**config.mk**
```make
export PLATFORM = sky130hd
export DESIGN_NAME = fsk_frame_demod_flat
export DESIGN_NICKNAME = d
export VERILOG_FILES = /design/src/rtl/fsk_frame_demod_if.sv /design/src/rtl/fsk_frame_demod.sv /design/src/flat_wrapper.sv
export SDC_FILE = /design/constraint.sdc
export NUM_CORES = 1
export LEC_CHECK = 0
export ABC_AREA = 1
export CAP_MARGIN = 5
export CORE_UTILIZATION = 55
export DETAILED_ROUTE_END_ITERATION = 16
export DONT_BUFFER_PORTS = 1
export PLACE_DENSITY = 0.7
export SLEW_MARGIN = 20
export SYNTH_ARGS = -nofsm -noshare
export SYNTH_HDL_FRONTEND = slang
export SYNTH_SLANG_ARGS = --single-unit
export TNS_END_PERCENT = 30
```
**constraint.sdc**
```tcl
create_clock -name clk -period 2.7 [get_ports clk]
set_clock_uncertainty 0.2 [all_clocks]
set_input_delay 0.27 -clock clk [delete_from_list [all_inputs] [get_ports clk]]
set_output_delay 0.27 -clock clk [all_outputs]
set_load 0.01 [all_outputs]
```
**src/rtl/fsk_frame_demod_if.sv**
```systemverilog
// Frame handshake bundle between the FSK receiver and the downstream decoder.
interface fsk_frame_demod_if #(
  parameter int FRAME_BITS = 14
);
  logic [FRAME_BITS-1:0] frame_data;
  logic                  frame_err;
  logic                  frame_valid;
  logic                  frame_ready;
  logic                  overrun;

  modport master (
    output frame_data,
    output frame_err,
    output frame_valid,
    output overrun,
    input  frame_ready
  );

  modport slave (
    input  frame_data,
    input  frame_err,
    input  frame_valid,
    input  overrun,
    output frame_ready
  );
endinterface

```
**src/rtl/fsk_frame_demod.sv**
```systemverilog
// Edge-counting FSK frame receiver: counts rising edges of the asynchronous line in
// fixed bit windows, decides each bit against two thresholds (ambiguous = erasure),
// packs FRAME_BITS decisions into a frame and offers it on a valid/ready interface.
module fsk_frame_demod #(
  parameter int FRAME_BITS   = 14,
  parameter int CLKS_PER_BIT = 64,
  parameter int CNT_W        = 6,
  parameter int LO_MAX       = 2,
  parameter int HI_MIN       = 4,
  parameter int MSB_FIRST    = 0
) (
  input  logic                 clk,
  input  logic                 reset,
  input  logic                 en,
  input  logic                 fsk_in,
  fsk_frame_demod_if.master    frm
);
  localparam int TW = (CLKS_PER_BIT > 1) ? $clog2(CLKS_PER_BIT) : 1;
  localparam int IW = (FRAME_BITS > 1) ? $clog2(FRAME_BITS) : 1;

  localparam logic [TW-1:0]    TLAST = TW'(CLKS_PER_BIT - 1);
  localparam logic [IW-1:0]    ILAST = IW'(FRAME_BITS - 1);
  localparam logic [CNT_W-1:0] HI_T  = CNT_W'(HI_MIN);
  localparam logic [CNT_W-1:0] LO_T  = CNT_W'(LO_MAX);

  // Receiver modes; en alone selects between them, so no separate state register
  // is needed: idle clears the datapath every cycle, so the first en=1 cycle is
  // already window 0 at timer 0.
  localparam logic [0:0] IDLE = 1'b0;
  localparam logic [0:0] RX   = 1'b1;

  logic                  s1, s2, s3;
  logic                  rise;
  logic [0:0]            mode;
  logic [TW-1:0]         timer;
  logic [CNT_W-1:0]      cnt;
  logic [CNT_W-1:0]      cnt_fin;
  logic [IW-1:0]         idx;
  logic [IW-1:0]         pos;
  logic [FRAME_BITS-1:0] shreg;
  logic [FRAME_BITS-1:0] frame_next;
  logic                  acc;
  logic                  bit_val;
  logic                  bit_era;
  logic                  win_end;
  logic                  frame_done;

  // Two-flop synchroniser plus a delay stage for rising-edge detection
  always_ff @(posedge clk or posedge reset) begin
    if (reset) begin
      s1 <= 1'b0;
      s2 <= 1'b0;
      s3 <= 1'b0;
    end else begin
      s1 <= fsk_in;
      s2 <= s1;
      s3 <= s2;
    end
  end

  // Window end decision, saturating count, bit placement and frame completion
  always_comb begin
    rise       = s2 & ~s3;
    mode       = en ? RX : IDLE;
    cnt_fin    = (rise && (cnt != '1)) ? cnt + 1'b1 : cnt;
    win_end    = (mode == RX) && (timer == TLAST);
    bit_val    = (cnt_fin >= HI_T);
    bit_era    = !bit_val && (cnt_fin > LO_T);
    pos        = (MSB_FIRST != 0) ? (ILAST - idx) : idx;
    frame_next = shreg;
    frame_next[pos] = bit_val;
    frame_done = win_end && (idx == ILAST);
  end

  // Bit timer, edge counter and frame assembly; all held at zero while idle
  always_ff @(posedge clk or posedge reset) begin
    if (reset) begin
      timer <= '0;
      cnt   <= '0;
      idx   <= '0;
      shreg <= '0;
      acc   <= 1'b0;
    end else if (mode == IDLE) begin
      timer <= '0;
      cnt   <= '0;
      idx   <= '0;
      shreg <= '0;
      acc   <= 1'b0;
    end else if (win_end) begin
      timer <= '0;
      cnt   <= '0;
      if (frame_done) begin
        idx   <= '0;
        shreg <= '0;
        acc   <= 1'b0;
      end else begin
        idx   <= idx + 1'b1;
        shreg <= frame_next;
        acc   <= acc | bit_era;
      end
    end else begin
      timer <= timer + 1'b1;
      cnt   <= cnt_fin;
    end
  end

  // Output holding register: load when free or being accepted, else drop and flag
  always_ff @(posedge clk or posedge reset) begin
    if (reset) begin
      frm.frame_data  <= '0;
      frm.frame_err   <= 1'b0;
      frm.frame_valid <= 1'b0;
      frm.overrun     <= 1'b0;
    end else begin
      frm.overrun <= 1'b0;
      if (frame_done) begin
        if (!frm.frame_valid || frm.frame_ready) begin
          frm.frame_data  <= frame_next;
          frm.frame_err   <= acc | bit_era;
          frm.frame_valid <= 1'b1;
        end else begin
          frm.overrun <= 1'b1;
        end
      end else if (frm.frame_ready) begin
        frm.frame_valid <= 1'b0;
      end
    end
  end
endmodule

```
**src/flat_wrapper.sv**
```systemverilog
// flat-port wrapper written by rule: the top's interface ports become plain ports
module fsk_frame_demod_flat 
#(
  parameter int FRAME_BITS   = 14,
  parameter int CLKS_PER_BIT = 64,
  parameter int CNT_W        = 6,
  parameter int LO_MAX       = 2,
  parameter int HI_MIN       = 4,
  parameter int MSB_FIRST    = 0
)
  (clk, reset, en, fsk_in, frm_frame_data, frm_frame_err, frm_frame_valid, frm_overrun, frm_frame_ready);
  fsk_frame_demod_if #(.FRAME_BITS(FRAME_BITS)) frm_i ();
  input  logic clk;
  input  logic reset;
  input  logic en;
  input  logic fsk_in;
  output wire logic [$bits(frm_i.frame_data)-1:0] frm_frame_data;
  output wire logic [$bits(frm_i.frame_err)-1:0] frm_frame_err;
  output wire logic [$bits(frm_i.frame_valid)-1:0] frm_frame_valid;
  output wire logic [$bits(frm_i.overrun)-1:0] frm_overrun;
  input wire logic [$bits(frm_i.frame_ready)-1:0] frm_frame_ready;
  assign frm_frame_data = frm_i.frame_data;
  assign frm_frame_err = frm_i.frame_err;
  assign frm_frame_valid = frm_i.frame_valid;
  assign frm_overrun = frm_i.overrun;
  assign frm_i.frame_ready = frm_frame_ready;
  fsk_frame_demod #(.FRAME_BITS(FRAME_BITS), .CLKS_PER_BIT(CLKS_PER_BIT), .CNT_W(CNT_W), .LO_MAX(LO_MAX), .HI_MIN(HI_MIN), .MSB_FIRST(MSB_FIRST)) u_core (.clk(clk), .reset(reset), .en(en), .fsk_in(fsk_in), .frm(frm_i));
endmodule
```
# Yosys cells after proc, flatten, opt, wreduce, memory -nomap -nowiden
# Cells that the tools add are included.
# W data, S select, Z words.
# classes
add_sub_neg,3
n_lt_le_gt_ge,4
n_eq_ne,5
mux,23
n_bitwise,3
n_reduce_logical,11
# ops
operator,n
$mux W14,3
$mux W6,5
$bwmux W14,1
$add A6 B1 Y6 const B,2
$mux W4,3
$mux W1,10
$eq A6 B6 Y1 const B,1
$ge A6 B3 Y1 const B,1
$gt A6 B2 Y1 const B,1
$ne A6 B6 Y1 const B,1
$logic_and A1 B1 Y1,5
$lt A4 B5 Y1 const B,1
$add A4 B1 Y4 const B,1
$demux W1 S4,1
$eq A4 B4 Y1 const B,1
$ge A4 B1 Y1 const B,1
$ne A2 B2 Y1 const B,2
$reduce_and A2 Y1,2
$logic_not A1 Y1,2
$reduce_bool A2 Y1,1
$and A1 B1 Y1,1
$logic_or A1 B1 Y1,1
$not A1 Y1,1
$or A1 B1 Y1,1
# word_totals
ff_bits,51
inputBits,5
out_inout_bits,17
wordCells,61

# Depth between registers and ports, before layout
# Gate-level depths: netlist of run 1.
# depth
depth_word,11
mapped_depth,12
mapped_depth_nobuf,12

# Least setup slack after synthesis of run 1
# Ideal clock, no wire load.
# synth_timing
path_type,register -> register
start,register u_core.cnt[0]
end,register u_core.frm.frame_data[12]
arrival_time_ns,1.571
path_slack_ns,0.812
path_stages_with_launch,13
synth_period_minus_slack_ns,1.888
path_cell_list,dfrtp_1 -> ha_1 -> nand2_1 -> nor2_4 -> nand2_4 -> nand2_2 -> nand2_1 -> nand2_4 -> nor2_8 -> buf_8 -> nand3_2 -> nand3_1 -> nand2_1
# synth_via
elab_chain_cells,5
# synth_lines
element,line_no,source
start: declaration,fsk_frame_demod.sv:36,logic [CNT_W-1:0] cnt;
start signal: assignment,fsk_frame_demod.sv:103,cnt <= cnt_fin;
"parallel branches: the longest is 2 deep, another holds $add A6 B1 Y6",n/a,
$mux W6 *,fsk_frame_demod.sv:65,cnt_fin = (rise && (cnt != '1)) ? cnt + 1'b1 : cnt;
$ge A6 B3 Y1 *,fsk_frame_demod.sv:67,bit_val = (cnt_fin >= HI_T);
$bwmux W14 *,fsk_frame_demod.sv:71,frame_next[pos] = bit_val;
end signal: assignment,fsk_frame_demod.sv:118,frm.frame_data <= frame_next;
end: declaration,fsk_frame_demod_if.sv:12,"output frame_data,"
# Every way passes the cells marked *.
# A chain may end at the register's enable or synchronous reset.

# Final worst setup path of run 1
# layout_timing
start,register u_core.idx[1]
end,register u_core.frm.frame_data[0]
# layout_via
elab_chain_cells,5
# layout_lines
element,line_no,source
start: declaration,fsk_frame_demod.sv:38,logic [IW-1:0] idx;
start signal: assignment,fsk_frame_demod.sv:97,idx <= idx + 1'b1;
$lt A4 B5 Y1 (implied by the code) / $ge A4 B1 Y1 (equally long branches),fsk_frame_demod.sv:71,
$logic_and A1 B1 Y1 (implied by the code),fsk_frame_demod.sv:71,
$mux W1 (implied by the code),fsk_frame_demod.sv:71,
$demux W1 S4,n/a,
$bwmux W14,fsk_frame_demod.sv:71,
# Parallel ways exist; a longest one is shown, timed or not.

==> PnR_summary.wiki, run 1 <==
{| class="wikitable"
! Metric !! Value
|-
| Number of cells on the worst hold path || 4
|-
| Clock transition at path regs || about 0.080 ns
|-
| Antenna violation net count after detailed routing || 0
|-
| Buffer cell driving the clock tree root || clkbuf_8
|-
| Net Switching || approximately 270 uW
|-
| Detailed router's first-iteration violation count || approximately 110
|-
| Site Rows || 24
|-
| Count of final hold-check violations || 0
|-
| Most common library cell in the layout ignoring fill and taps || nand2_1
|-
| Post-route worst setup slack || 0.489 ns
|-
| Number of instances in the synthesized netlist || 300
|-
| Unrepaired setup endpoints after global routing || false
|-
| Vert. Die Dim || roughly 70 um
|-
| Detail-routed net length per standard cell || 13.2 um
|-
| Logic gate share of total power || under 10%
|-
| Overall via count from detail_route || ~1900
|-
| Internal power consumption || 950 uW
|-
| Largest net degree at the start of global routing || 28
|-
| Antenna fix cells || 0
|-
| Sw Ratio || approximately 22%
|-
| FF-to-FF path depth || 9
|-
| Endpoint class of the critical path || register
|-
| Critical-path maximum fanout || 17
|-
| Endpoint arrival time on the critical path || roughly 2.2 ns
|-
| HPWL after detailed placement || ~3.4 mm
|-
| Die width || roughly 70 um
|-
| IR drop worst, VDD || between 0.0003 and 0.0004 V
|-
| Ratio of routed vias to standard cells || ~5.2
|-
| Sequential share of power || just over 60%
|-
| Number of buffers inserted during clock tree synthesis || 5
|-
| Netlist area before placement || about 2600 um2
|-
| Detailed Routing Iterations Pass 1 || 4
|-
| GP Congestion || 0.844
|-
| Yosys warning total || 0
|-
| Maximum clock insertion buffer count || 2
|-
| Per-instance average area after synthesis || roughly 8.6 um2
|-
| Net count after synthesis || 311
|-
| Utilization of the core after routing || between 60% and 70%
|-
| Worst stage delay on the critical path || ~0.42 ns
|-
| Result of the run || finished, final reports clean
|-
| TritonCTS clock tree || built
|-
| First-pass GRT wire length || about 8.4 mm
|-
| Initial core utilization || about three fifths
|-
| Final critical-path required period || roughly 2.2 ns
|-
| Number of design rule violations left after detail routing || 0
|-
| Max cap viols || 0
|-
| Share of final-layout standard cells stronger than drive strength 1 || approximately 17%
|-
| Later-pin clock latency in the skew report || about 0.3 ns
|-
| Total of flip-flops plus latches after synthesis || 50
|-
| Core Footprint || approximately 4400 um2
|-
| Number of global-route vias before repair || ~1800
|-
| Sequential area share after synthesis || between 40% and 50%
|-
| Crit share post-route || around four fifths
|-
| Post-Place Worst Slack || between 0.4 and 0.5 ns
|-
| List of cells traversed by the critical path || inv_1, ha_1, inv_1, nor3_2, nand3_2, nor2_4, inv_2, nand2_1, nand2_1
|-
| Number of max-slew violations in the final report || 0
|-
| PortBufs || 0
|-
| Die Footprint || approximately 5000 um2
|-
| Total overflow reported by the global router || 0
|-
| Biggest area contributors in the synthesized netlist || dfrtp_1 49%, nand2_1 12%, nand3_1 7.4%
|-
| Number of H-tree levels || 2
|-
| Share of total power in the clock network || approximately a third
|-
| Largest area contributor in the synthesized netlist || dfrtp_1
|-
| Leakage || between 1 and 1.5 nW
|-
| Sum of negative setup slack || 0 ns
|-
| Relative slew slack || ~68%
|-
| Share of the synthesized area in the top cell type || between 40% and 50%
|-
| Worst Max-Slew Pin Slew || about 0.48 ns
|-
| Total Wirelength || 4.74 mm
|-
| Startpoint type of the worst setup path || register
|-
| Number of antenna violations at the first check in global routing || 0
|-
| Fmax || between 400 and 500 MHz
|-
| Path class of the lowest-slack min-delay path || input pin to register
|-
| Clock sink total || 50
|-
| Ratio of total power to cell area || approximately 450 nW/um2
|-
| Most frequent cells in the layout || 79 x nand2_1, 50 x dfrtp_1, 38 x nand3_1, 26 x inv_1, 24 x nor2_1
|-
| Max stage delay cell, worst path || dfrtp_1
|-
| Area grow syn2layout || 5.88%
|-
| I/O pin cnt || 22
|-
| Count of endpoints failing setup in the final report || 0
|-
| Overall track demand over capacity in global routing || a little over a fifth
|-
| Total number of nets in the final design || about 320
|-
| Number of different library cells in the post-synthesis netlist || 28
|-
| Data required, critical path || 2.70 ns
|-
| CP Class || register to register
|}
==> routing by layer <==
metal  routed length (um)  share of wire [%]  up-vias  global-route usage [%]
li1                     -                  -      973                       -
met1                 2350                 50      876                    30.2
met2                 2150                 45       29                    34.0
met3                  195                4.1        5                    5.63
met4                   37               0.78        0                    4.67
met5                    0                  0        -                       0
==> through the flow <==
stage	instance area, um2	hold slack [ns]	instances	power (mW)
after global routing	2730	0.127	359	1.28
after floorplan	2570	0.101	300	0.816
after CTS	2730	0.0952	359	1.24
after detailed placement	2610	0.00287	348	0.829
after global placement	2610	0.00829	348	0.828
final	2730	0.103	359	1.22
==> cell families (layout without fill, tap and decap cells) <==
family | after synthesis | after routing | share of synthesized area (%)
and+or+nand+nor | 186 | 186 | 37.1
buffers and inverters | 38 | 45 | 6.71
AOI/OAI and AO/OA | 17 | 17 | 3.60
adders and majority gates | 6 | 6 | 2.92
DFF | 50 | 50 | 48.6
xor gates and xnor gates | 3 | 3 | 1.02
==> synthesized netlist by cell type, drive strengths merged <==
master,count
o21ai,5
xor2,2
nand4,4
or2,13
xnor2,1
buf,6
a21oi,8
o22ai,2
nor2,30
nor3,4
nand3,50
dfrtp,50
ha,6
inv,31
clkbuf,1
nand2,85
a21boi,2
==> worst paths after layout <==
check	to	from	slack (ns)
setup / recovery	u_core.frm.frame_data[0]	u_core.idx[1]	0.49
hold / removal	u_core.shreg[0]	en	0.10
setup reg to reg	u_core.frm.frame_data[0]	u_core.idx[1]	0.49
hold reg to reg	u_core.s2	u_core.s1	0.15
max in group asynchronous	u_core.frm.overrun	reset	1.32
min in group asynchronous	u_core.s1	reset	0.25
==> worst max-delay path: cells and delay by family (launching register included) <==
kind / cells / cell delay (ns)
buffers and inverters: 3 / 0.41
AND/OR/NAND/NOR: 5 / 0.93
adder cells (fa/ha/maj): 1 / 0.14
flip-flops: 1 / 0.42
==> repair_timing <==
| action | in CTS | in global routing |
|---|---|---|
| hold endpoints to repair | 27 | 0 |
| resized for setup | 0 | 0 |
| hold buffers | 4 | 0 |
| endpoints found under the setup margin | 0 | 0 |
| buffers inserted | 0 | 0 |
==> state kept, by name, summed over array words and instances (netlist names) <==
signal                  flops
u_core.frm.overrun          1
u_core.cnt                  6
u_core.shreg               13
u_core.frm.frame_err        1
u_core.s2                   1
u_core.frm.frame_data      14
u_core.timer                6
u_core.acc                  1
u_core.s1                   1
u_core.frm.frame_valid      1
u_core.s3                   1
u_core.idx                  4
==> power groups by stage <==
stage,registers [mW],logic [mW],clock network [mW]
finish,0.763,0.0548,0.406
global route,0.764,0.0641,0.448
CTS,0.763,0.0565,0.421
detailed placement,0.778,0.0514,0
global placement,0.777,0.0505,0
floorplan,0.776,0.0395,0
==> final cells by class <==
cell class / instances / area (um2)
Sequential cell: 50 / 1250
Clock buffer: 6 / 72.6
Fill cell: 397 / 1690
Tap cell: 52 / 65.1
Multi-Input combinational cell: 212 / 1150
Inverter: 31 / 116
Timing Repair Buffer: 7 / 62.6
Clock inverter: 1 / 7.51
Power figures use the tool's default switching activity.
==> inputs of run 2 (changes only) <==
--- a/config.mk
+++ b/config.mk
@@ -10,7 +10,7 @@
 export CORE_UTILIZATION = 55
 export DETAILED_ROUTE_END_ITERATION = 16
 export DONT_BUFFER_PORTS = 1
-export PLACE_DENSITY = 0.7
+export PLACE_DENSITY = 0.73
 export SLEW_MARGIN = 20
 export SYNTH_ARGS = -nofsm -noshare
 export SYNTH_HDL_FRONTEND = slang
==> constraint.sdc (replaced) <==
create_clock -name clk -period 1.9 [get_ports clk]
set_clock_uncertainty 0.2 [all_clocks]
set_input_delay 0.19 -clock clk [delete_from_list [all_inputs] [get_ports clk]]
set_output_delay 0.19 -clock clk [all_outputs]
set_load 0.01 [all_outputs]
==> PnR_summary.wiki, run 2 (same netlist as run 1, synthesis figures left out) <==
{| class="wikitable"
! Metric !! Value
|-
| Crit share post-route || 102%
|-
| Post-Place Worst Slack || -0.0250 ns
|-
| Max stage delay cell, worst path || dfrtp_1
|-
| Overall via count from detail_route || 2049
|-
| Final Total Pwr || 1.86 mW
|-
| Antenna violation net count after detailed routing || 0
|-
| Count of final hold-check violations || 0
|-
| Result of the run || finished with violations
|-
| Endpoint class of the critical path || register
|-
| Number of antenna violations at the first check in global routing || 0
|-
| Relative slew slack || between 70% and 80%
|-
| Final critical-path required period || 1.93 ns
|-
| Largest register by flop count || u_core.frm.frame_data
|-
| HPWL after detailed placement || 3.54 mm
|-
| Area grow syn2layout || 20.9%
|-
| IR drop worst, VDD || 0.000471 V
|-
| Die width || between 70 and 80 um
|-
| TritonCTS clock tree || built
|-
| Number of max-slew violations in the final report || 0
|-
| Ratio of total power to cell area || about 600 nW/um2
|-
| Buffer cell driving the clock tree root || clkbuf_8
|-
| Max FFs per register || 14
|-
| Core Footprint || between 4000 and 5000 um2
|-
| Area occupied by multi-input gates || between 1000 and 1500 um2
|-
| Reg area || ~1300 um2
|-
| Post-route worst setup slack || -0.0335 ns
|-
| Number of buffers inserted during clock tree synthesis || 5
|-
| Antenna fix cells || 0
|-
| Share of final-layout standard cells stronger than drive strength 1 || between 30% and 40%
|-
| Total Wirelength || 5.49 mm
|-
| Endpoint arrival time on the critical path || roughly 2.0 ns
|-
| Maximum clock insertion buffer count || 2
|-
| Total overflow reported by the global router || 0
|-
| I/O pin cnt || 22
|-
| Filler instances || about 330
|-
| Number of design rule violations left after detail routing || 0
|-
| Number of global-route vias before repair || roughly 1900
|-
| First-pass GRT wire length || between 8 and 9 mm
|-
| Critical-path maximum fanout || 6
|-
| Worst stage delay on the critical path || roughly 0.38 ns
|-
| Total number of nets in the final design || between 300 and 400
|-
| GP Congestion || about 0.84
|-
| Path class of the lowest-slack min-delay path || input pin to asynchronous set/reset pin
|-
| Initial core utilization || about three fifths
|-
| Number of H-tree levels || 2
|-
| Overall track demand over capacity in global routing || a little under a quarter
|-
| WHS || between 0.04 and 0.05 ns
|-
| CP Class || register to register
|-
| Summed area of non-filler cells in the final layout || 3110 um2
|-
| Clock transition at path regs || approximately 0.09 ns
|-
| Detail-routed net length per standard cell || around 14 um
|-
| Ratio of routed vias to standard cells || 5.41
|-
| Worst Max-Slew Pin Slew || 0.303 ns
|-
| Vert. Die Dim || ~70 um
|-
| Violations in the final reports || negative setup slack
|-
| Most common library cell in the layout ignoring fill and taps || nand2_1
|-
| Clock sink total || 50
|-
| Fmax || approximately 520 MHz
|-
| Cell area after placement || approximately 2800 um2
|-
| List of cells traversed by the critical path || ha_2, nand4_1, nor2_2, nand3_2, nor2_4, clkbuf_16, nand3_1, nand2_1
|-
| Site Rows || 24
|-
| PortBufs || 0
|-
| Max cap viols || 0
|-
| Later-pin clock latency in the skew report || ~0.31 ns
|-
| Die Footprint || a little under 5000 um2
|-
| Largest net degree at the start of global routing || 44
|-
| Detailed Routing Iterations Pass 1 || 4
|-
| Top flop regs || u_core.frm.frame_data (14), u_core.shreg (13)
|-
| Leakage || 1.57 nW
|-
| Startpoint type of the worst setup path || register
|-
| Most frequent cells in the layout || 73 x nand2_1, 50 x dfrtp_1, 28 x nand3_2, 26 x inv_1, 23 x nor2_1
|-
| Unrepaired setup endpoints after global routing || true
|-
| Count of endpoints failing setup in the final report || 12
|-
| Data required, critical path || roughly 2 ns
|-
| Detailed router's first-iteration violation count || 160
|}
## run 2: cell types whose count changed in the layout (fill, tap and decap cells not counted), moves of 2 or more
| cell | before | now |
|---|---|---|
| ha_2 | 0 | 2 |
| nand2_2 | 4 | 8 |
| nand2_1 | 79 | 73 |
| nand3_1 | 38 | 22 |
| buf_4 | 3 | 15 |
| nand3_2 | 12 | 28 |
| buf_12 | 0 | 5 |
| clkbuf_8 | 5 | 7 |
| nand2_4 | 2 | 4 |
| ha_1 | 6 | 4 |
## run 2: worst paths after layout
path | startpoint | endpoint | slack (ns) | cells past startpoint
worst max-delay path | u_core.timer[0] | u_core.frm.frame_data[10] | -0.03 | 8
worst min-delay path | reset | u_core.cnt[1] | 0.04 | 2
worst max register to register | u_core.timer[0] | u_core.frm.frame_data[10] | -0.03 | 8
worst min register to register | u_core.s1 | u_core.s2 | 0.17 | 0
max in group asynchronous | reset | u_core.frm.frame_data[4] | 0.98 | 3
min in group clk | u_core.s1 | u_core.s2 | 0.17 | 0
## run 2: cell type report
type,count,share of cell area [%]
Sequential cell,50,40.2
Multi-Input combinational cell,212,41.0
Inverter,31,3.90
Clock buffer,7,3.10
Clock inverter,1,0.281
Tap cell,52,2.09
Timing Repair Buffer,26,9.41
## run 2: report_power, final
group,switching (mW),internal (mW)
Sequential,0.00818,1.07
Clock,0.345,0.334
Combinational,0.0624,0.0380
## run 2: metal layers
layer | vias up | global-route usage [%] | share of wire, %
met2 | 39 | 35.4 | 49
met4 | 0 | 6.67 | 1.1
li1 | 1008 | - | -
met3 | 6 | 4.76 | 3.8
met5 | - | 0 | 0
met1 | 996 | 32.0 | 46
## run 2: repair_timing
| action | in CTS | in global routing |
|---|---|---|
| setup buffers | 0 | 5 |
| pin swaps | 0 | 11 |
| gates resized for setup | 6 | 29 |
| setup endpoints to repair | 26 | 31 |
| gates cloned | 0 | 1 |
| hold buffers | 4 | 0 |
| hold endpoints to repair | 57 | 0 |
## run 2: metrics by stage
stage,utilization [%],TNS (ns),std cells
after global routing,70.5,-2.75,379
after CTS,66.4,0,373
final,70.5,-0.168,379
after detailed placement,62.6,-0.0989,361
after global placement,62.6,0,361
after floorplan,-,0,300
## run 2: worst max-delay path: cells and delay by family, from the launching register on
family / cells / cell delay (ns)
DFF: 1 / 0.38
buffers and inverters: 1 / 0.22
adders and majority gates: 1 / 0.18
and+or+nand+nor: 6 / 0.89
